<file path="src/rtl/store_narrow_unit_pkg.sv">
// Shared widths, store-size encodings, FSM state codes and the lane-steering payload
// for the store narrowing unit.
package store_narrow_unit_pkg;

  localparam int unsigned DATA_W = 32;
  localparam int unsigned ADDR_W = 32;
  localparam int unsigned LANES  = DATA_W / 8;

  localparam logic [1:0] SZ_BYTE = 2'b00;
  localparam logic [1:0] SZ_HALF = 2'b01;
  localparam logic [1:0] SZ_WORD = 2'b10;
  localparam logic [1:0] SZ_RSVD = 2'b11;

  localparam logic [1:0] ST_IDLE  = 2'd0;
  localparam logic [1:0] ST_WRITE = 2'd1;
  localparam logic [1:0] ST_DONE  = 2'd2;
  localparam logic [1:0] ST_FAULT = 2'd3;

  typedef struct packed {
    logic [DATA_W-1:0] data;
    logic [LANES-1:0]  be;
    logic              misalign;
  } lane_t;

endpackage

</file>
<file path="src/rtl/store_narrow_unit_if.sv">
// Store request / data-memory write bundle. The unit uses the slave view, its
// requester and the memory model use the master view.
interface store_narrow_unit_if;
  import store_narrow_unit_pkg::*;

  logic              store_req;
  logic [1:0]        store_size;
  logic [ADDR_W-1:0] addr;
  logic [DATA_W-1:0] wdata;
  logic              ready;
  logic [ADDR_W-1:0] mem_addr;
  logic [DATA_W-1:0] mem_wdata;
  logic [LANES-1:0]  mem_be;
  logic              mem_we;
  logic              mem_ack;
  logic              done;
  logic              misalign_exc;
  logic              bus_err;
  logic [ADDR_W-1:0] bad_addr;

  modport slave (
    input  store_req, store_size, addr, wdata, mem_ack,
    output ready, mem_addr, mem_wdata, mem_be, mem_we,
           done, misalign_exc, bus_err, bad_addr
  );

  modport master (
    output store_req, store_size, addr, wdata, mem_ack,
    input  ready, mem_addr, mem_wdata, mem_be, mem_we,
           done, misalign_exc, bus_err, bad_addr
  );
endinterface

</file>
<file path="src/rtl/store_narrow_unit_lane_align.sv">
// Combinational narrowing: replicates the store value across little-endian byte
// lanes, builds byte enables and flags misaligned or reserved-size stores.
module store_narrow_unit_lane_align
  import store_narrow_unit_pkg::*;
(
  input  logic [1:0]        size_i,
  input  logic [1:0]        offset_i,
  input  logic [DATA_W-1:0] wdata_i,
  output lane_t             lane_o
);

  always_comb begin
    lane_o = '0;
    case (size_i)
      SZ_BYTE: begin
        lane_o.data = {4{wdata_i[7:0]}};
        lane_o.be   = 4'b0001 << offset_i;
      end
      SZ_HALF: begin
        lane_o.data     = {2{wdata_i[15:0]}};
        lane_o.be       = offset_i[1] ? 4'b1100 : 4'b0011;
        lane_o.misalign = offset_i[0];
      end
      SZ_WORD: begin
        lane_o.data     = wdata_i;
        lane_o.be       = 4'b1111;
        lane_o.misalign = (offset_i != 2'b00);
      end
      default: lane_o.misalign = 1'b1;
    endcase
  end

endmodule

</file>
<file path="src/rtl/store_narrow_unit.sv">
// MEM-stage store unit: accepts a store, issues a registered byte-enabled memory
// write with a req/ack handshake, and reports completion, misalignment or ack timeout.
module store_narrow_unit
  import store_narrow_unit_pkg::*;
#(
  parameter int unsigned ACK_TIMEOUT = 15
) (
  input  logic              clk,
  input  logic              rst_n,
  store_narrow_unit_if.slave bus
);

  localparam int unsigned CNT_W = (ACK_TIMEOUT < 2) ? 1 : $clog2(ACK_TIMEOUT + 1);

  lane_t lane;

  logic [1:0]        state_q,     state_d;
  logic [CNT_W-1:0]  cnt_q,       cnt_d;
  logic [1:0]        offset_q,    offset_d;
  logic [ADDR_W-1:0] mem_addr_q,  mem_addr_d;
  logic [DATA_W-1:0] mem_wdata_q, mem_wdata_d;
  logic [LANES-1:0]  mem_be_q,    mem_be_d;
  logic              mem_we_q,    mem_we_d;
  logic              ready_q,     ready_d;
  logic              done_q,      done_d;
  logic              mis_q,       mis_d;
  logic              berr_q,      berr_d;
  logic [ADDR_W-1:0] bad_addr_q,  bad_addr_d;

  store_narrow_unit_lane_align u_lane_align (
    .size_i   (bus.store_size),
    .offset_i (bus.addr[1:0]),
    .wdata_i  (bus.wdata),
    .lane_o   (lane)
  );

  // Next-state and next-output logic; pulses default low, bus payload holds.
  always_comb begin
    state_d     = state_q;
    cnt_d       = cnt_q;
    offset_d    = offset_q;
    mem_addr_d  = mem_addr_q;
    mem_wdata_d = mem_wdata_q;
    mem_be_d    = mem_be_q;
    mem_we_d    = mem_we_q;
    bad_addr_d  = bad_addr_q;
    done_d      = 1'b0;
    mis_d       = 1'b0;
    berr_d      = 1'b0;

    case (state_q)
      ST_IDLE: begin
        if (bus.store_req) begin
          offset_d = bus.addr[1:0];
          if (lane.misalign) begin
            state_d    = ST_FAULT;
            mis_d      = 1'b1;
            bad_addr_d = bus.addr;
          end else begin
            state_d     = ST_WRITE;
            cnt_d       = '0;
            mem_addr_d  = {bus.addr[ADDR_W-1:2], 2'b00};
            mem_wdata_d = lane.data;
            mem_be_d    = lane.be;
            mem_we_d    = 1'b1;
          end
        end
      end
      ST_WRITE: begin
        // Ack takes priority over a timeout landing on the same edge.
        if (bus.mem_ack) begin
          state_d  = ST_DONE;
          done_d   = 1'b1;
          mem_we_d = 1'b0;
          mem_be_d = '0;
        end else if (cnt_q == CNT_W'(ACK_TIMEOUT)) begin
          state_d    = ST_FAULT;
          berr_d     = 1'b1;
          bad_addr_d = mem_addr_q | ADDR_W'(offset_q);
          mem_we_d   = 1'b0;
          mem_be_d   = '0;
        end else begin
          cnt_d = cnt_q + CNT_W'(1);
        end
      end
      default: state_d = ST_IDLE;
    endcase

    ready_d = (state_d == ST_IDLE);
  end

  always_ff @(posedge clk or negedge rst_n) begin
    if (!rst_n) begin
      state_q     <= ST_IDLE;
      cnt_q       <= '0;
      offset_q    <= '0;
      mem_addr_q  <= '0;
      mem_wdata_q <= '0;
      mem_be_q    <= '0;
      mem_we_q    <= 1'b0;
      ready_q     <= 1'b1;
      done_q      <= 1'b0;
      mis_q       <= 1'b0;
      berr_q      <= 1'b0;
      bad_addr_q  <= '0;
    end else begin
      state_q     <= state_d;
      cnt_q       <= cnt_d;
      offset_q    <= offset_d;
      mem_addr_q  <= mem_addr_d;
      mem_wdata_q <= mem_wdata_d;
      mem_be_q    <= mem_be_d;
      mem_we_q    <= mem_we_d;
      ready_q     <= ready_d;
      done_q      <= done_d;
      mis_q       <= mis_d;
      berr_q      <= berr_d;
      bad_addr_q  <= bad_addr_d;
    end
  end

  assign bus.ready        = ready_q;
  assign bus.mem_addr     = mem_addr_q;
  assign bus.mem_wdata    = mem_wdata_q;
  assign bus.mem_be       = mem_be_q;
  assign bus.mem_we       = mem_we_q;
  assign bus.done         = done_q;
  assign bus.misalign_exc = mis_q;
  assign bus.bus_err      = berr_q;
  assign bus.bad_addr     = bad_addr_q;

endmodule

</file>
<file path="src/flat_wrapper.sv">
// flat-port wrapper written by rule: the top's interface ports become plain ports
module store_narrow_unit_flat import store_narrow_unit_pkg::*;
#(
  parameter int unsigned ACK_TIMEOUT = 15
)
  (clk, rst_n, bus_store_req, bus_store_size, bus_addr, bus_wdata, bus_mem_ack, bus_ready, bus_mem_addr, bus_mem_wdata, bus_mem_be, bus_mem_we, bus_done, bus_misalign_exc, bus_bus_err, bus_bad_addr);
  store_narrow_unit_if bus_i ();
  input  logic clk;
  input  logic rst_n;
  input wire logic [$bits(bus_i.store_req)-1:0] bus_store_req;
  input wire logic [$bits(bus_i.store_size)-1:0] bus_store_size;
  input wire logic [$bits(bus_i.addr)-1:0] bus_addr;
  input wire logic [$bits(bus_i.wdata)-1:0] bus_wdata;
  input wire logic [$bits(bus_i.mem_ack)-1:0] bus_mem_ack;
  output wire logic [$bits(bus_i.ready)-1:0] bus_ready;
  output wire logic [$bits(bus_i.mem_addr)-1:0] bus_mem_addr;
  output wire logic [$bits(bus_i.mem_wdata)-1:0] bus_mem_wdata;
  output wire logic [$bits(bus_i.mem_be)-1:0] bus_mem_be;
  output wire logic [$bits(bus_i.mem_we)-1:0] bus_mem_we;
  output wire logic [$bits(bus_i.done)-1:0] bus_done;
  output wire logic [$bits(bus_i.misalign_exc)-1:0] bus_misalign_exc;
  output wire logic [$bits(bus_i.bus_err)-1:0] bus_bus_err;
  output wire logic [$bits(bus_i.bad_addr)-1:0] bus_bad_addr;
  assign bus_i.store_req = bus_store_req;
  assign bus_i.store_size = bus_store_size;
  assign bus_i.addr = bus_addr;
  assign bus_i.wdata = bus_wdata;
  assign bus_i.mem_ack = bus_mem_ack;
  assign bus_ready = bus_i.ready;
  assign bus_mem_addr = bus_i.mem_addr;
  assign bus_mem_wdata = bus_i.mem_wdata;
  assign bus_mem_be = bus_i.mem_be;
  assign bus_mem_we = bus_i.mem_we;
  assign bus_done = bus_i.done;
  assign bus_misalign_exc = bus_i.misalign_exc;
  assign bus_bus_err = bus_i.bus_err;
  assign bus_bad_addr = bus_i.bad_addr;
  store_narrow_unit #(.ACK_TIMEOUT(ACK_TIMEOUT)) u_core (.clk(clk), .rst_n(rst_n), .bus(bus_i));
endmodule
</file>
<file path="config.mk">
export PLATFORM = sky130hd
export DESIGN_NAME = store_narrow_unit_flat
export DESIGN_NICKNAME = d
export VERILOG_FILES = /design/src/rtl/store_narrow_unit_pkg.sv /design/src/rtl/store_narrow_unit_if.sv /design/src/rtl/store_narrow_unit_lane_align.sv /design/src/rtl/store_narrow_unit.sv /design/src/flat_wrapper.sv
export SDC_FILE = /design/constraint.sdc
export NUM_CORES = 1
export LEC_CHECK = 0
export ABC_AREA = 1
export BUFFER_PORTS_ARGS = -buffer_cell sky130_fd_sc_hd__buf_2
export CAP_MARGIN = 20
export CORE_ASPECT_RATIO = 1.4
export CORE_MARGIN = 2
export CORE_UTILIZATION = 40
export DETAILED_ROUTE_END_ITERATION = 8
export HOLD_SLACK_MARGIN = 0.12
export PLACE_DENSITY_LB_ADDON = 0.1
export SETUP_SLACK_MARGIN = 0.5
export SYNTH_ARGS = -nofsm -noshare
export SYNTH_HDL_FRONTEND = slang
export SYNTH_SLANG_ARGS = --single-unit
</file>
<file path="constraint.sdc">
create_clock -name clk -period 1.3 [get_ports clk]
set_input_delay 0.26 -clock clk [delete_from_list [all_inputs] [get_ports clk]]
set_output_delay 0.26 -clock clk [all_outputs]
set_load 0.005 [all_outputs]
</file>
==> impl_results.md <==
- Status: finished with violations
- Failing checks: negative hold slack, negative setup slack
- P_sw: 7.41 mW
- Fmax: 694 MHz
- Clk root buf: clkbuf_16
- DR vias: 5388
- Gr usage total: 0.203
- Post-CTS Hold Buffers: 1
- Most used DFF post-synth: dfrtp_1
- Worst VDD drop: 0.000984 V
- Worst-path fanout max: 8
- Die Area: 0.0136 sq mm
- Number of detailed-route iterations in the first pass: 5
- Final HPWL DP: 9970 um
- Worst clock skew: 0.00850 ns
- Post-synthesis cell type count: 25
- Antenna violations before repair: 0
- HP Class: in -> async
- IO Count: 175
- Sink Count: 111
- Routed WL per cell: 16.8 um
- H-tree Lvls: 3
- Post-synthesis cell area: 0.00509 sq mm
- Worst Path Required: 1.54 ns
- Pleak: 4.53 nW
- Pwr dens: 2300 mW/mm^2
- Yosys warns: 0
- Clock power share: 0.161
- Footprint of the multi-input gates: 0.00260 sq mm
- Vias in the first global route: 4692
- # rows: 48
- R2R setup slack: -0.14 ns
- Syn Area/Cell: 7.92 sq um
- Post-DRT Antenna Nets: 0
- Worst-Skew Late Latency: 0.35 ns
- Register area share after synthesis: 0.546
- Kind of critical path: reg -> reg
- Share of post-route cells with drive strength above 1: 0.465
- Die W: 99.3 um
- Core Area: 0.0124 sq mm
- Flop pwr share: 0.310
- Sequential cell area: 0.00278 sq mm
- CP Capture Type: flip-flop
- Filler Cells Inserted: 1019
- Total routed wirelength: 17800 um
- Post-layout util: 0.665
- Arr. time, crit path: 1.68 ns
- First-pass GRT wire length: 22300 um
- Inserted Diodes: 0
- Syn Inst Count: 642
- Tmin final: 1.44 ns
- Max-cap violation count: 0
- Fin worst setup slack: -0.140 ns
- Asr flop ratio synth: 1.00
- Pin count of the biggest net entering global routing: 75
- Num CTS Buffers: 9
- GR Overflow Total: 0
- Fin Setup TNS: -10.76 ns
- Synthesis-stage register bit count: 111
- Worst hold slack: -0.125 ns
- EDFF count, synth: 0
- Final net count: 971
- Routability cong.: 0.802
- Input/output buffers: 172
- Starting density of the core: 0.411
- Gate power share: 0.529
- Endpoints failing setup: 103
- DR vias/cell: 5.11
- Fin. Hold Viols: 110
- Initial DRC count: 212
- Max-slew violation count: 0
- CTS max path bufs: 2
- CP startpoint kind: flip-flop
- Post-route DRC: 0
- Die height: 137 um
- CTS tree: built
- Final worst path period share: 1.11
- Sw frac: 0.391
- Total power after layout: 18.9 mW
- Setup repair after global routing missed its margin: true
- Clk slew on worst S/H paths: 0.08 ns
- Cell Int Power: 11.5 mW
- DP Worst Slack: -0.151 ns
- Area growth syn-to-layout: 61.7%
==> worst paths after layout <==
| path | start | to | depth (start not counted) |
|---|---|---|---|
| setup / recovery | u_core.cnt_q[0] | u_core.bus.bad_addr[10] | 10 |
| min in group clk | bus_addr[13] | u_core.bus.mem_addr[13] | 3 |
| max in group asynchronous | rst_n | u_core.bus.mem_wdata[14] | 2 |
| hold / removal | rst_n | u_core.bus.mem_addr[26] | 2 |
| setup reg to reg | u_core.cnt_q[0] | u_core.bus.bad_addr[10] | 10 |
| hold reg to reg | u_core.bus.mem_wdata[26] | u_core.bus.mem_wdata[26] | 2 |
==> worst max-delay path, cell delays in order (launching register included) <==
cell and delay, ns:
dfrtp_1 0.39, ha_2 0.20, nand2_2 0.05, inv_2 0.05
nand2_4 0.08, nand2_4 0.07, nand2_8 0.11, clkinv_8 0.08
clkbuf_16 0.17, nand3_2 0.06, nand2_1 0.06
==> per-stage QoR <==
step	instance area, sq um	std cells
finish	8230	1055
global route	8230	1055
CTS	6690	982
detailed placement	6340	965
global placement	6340	965
floorplan	5150	643
==> power groups by stage <==
stage / clock [mW] / sequential (mW) / combinational (mW)
2_1_floorplan: 0 / 5.94 / 3.16
5_1_grt: 3.23 / 5.99 / 10.9
4_1_cts: 3.08 / 5.80 / 6.18
6_report: 3.06 / 5.87 / 10.0
3_3_place_gp: 0 / 5.84 / 5.90
3_5_place_dp: 0 / 5.85 / 6.07
==> what timing repair did <==
action,in CTS,in global routing
endpoints found under the hold margin,112,110
gates resized for setup,7,216
cloned,0,24
pin swaps,2,39
endpoints found under the setup margin,214,214
setup buffers,0,49
==> area by class of cell <==
cell class,count,area share
Inverter,44,0.0231
Clock buffer,11,0.0295
Multi-Input combinational cell,456,0.316
Tap cell,150,0.0228
Timing Repair inverter,1,0.00198
Sequential cell,111,0.338
Timing Repair Buffer,277,0.259
Clock inverter,5,0.00989
==> logic make-up after synthesis <==
group / count (synthesis) / share of synthesized area
AND/OR/NAND/NOR: 374 / 0.295
flip-flops: 111 / 0.546
buffers and inverters: 78 / 0.0733
AO/OA/AOI/OAI: 77 / 0.0824
adder cells (fa/ha/maj): 1 / 0.00246
other: 1 / 0.000737
==> per-layer routing <==
metal  vias up  track usage  wire length (um)
met4         0       0.0860               480
met3        35       0.0320              1110
li1       2545            -                 -
met2       217        0.344              9450
met5         -            0                 0
met1      2591        0.259              6730
==> state kept, by name, indices dropped and copies added, names as in the netlist <==
register                 cells
u_core.bus.bad_addr         32
u_core.bus.bus_err           1
u_core.bus.done              1
u_core.bus.mem_addr         30
u_core.bus.mem_be            4
u_core.bus.mem_wdata        32
u_core.bus.mem_we            1
u_core.bus.misalign_exc      1
u_core.bus.ready             1
u_core.cnt_q                 4
u_core.offset_q              2
u_core.state_q               2
==> cell usage after synthesis, types with 2 or more instances <==
master    number  share of area
o21ai_2        2         0.0034
inv_1         41          0.030
nor2_2         2         0.0025
buf_2         17          0.017
clkbuf_1       5         0.0037
nand2_1      300           0.22
o21ai_1       11          0.011
a22o_1         7          0.012
buf_4          3         0.0044
inv_2          3         0.0022
o21ai_0       57          0.056
clkbuf_2       2         0.0020
nand3_1       56          0.055
nor2_1        11         0.0081
dfrtp_1      110           0.54
buf_6          6          0.013
==> cells in the final DEF, fill, tap and decap left out, drive strengths merged <==
cell           n
nand2        302
buf          262
dfrtp        110
o21ai         70
nand3         57
inv           42
clkbuf        25
nor2          14
a22o           7
clkinv         5
conb           2
bufinv         2
nor3           1
nand3b         1
nand4          1
ha             1
clkinvlp       1
dlygate4sd3    1
dfstp          1
(Power assumes the default switching activity.)
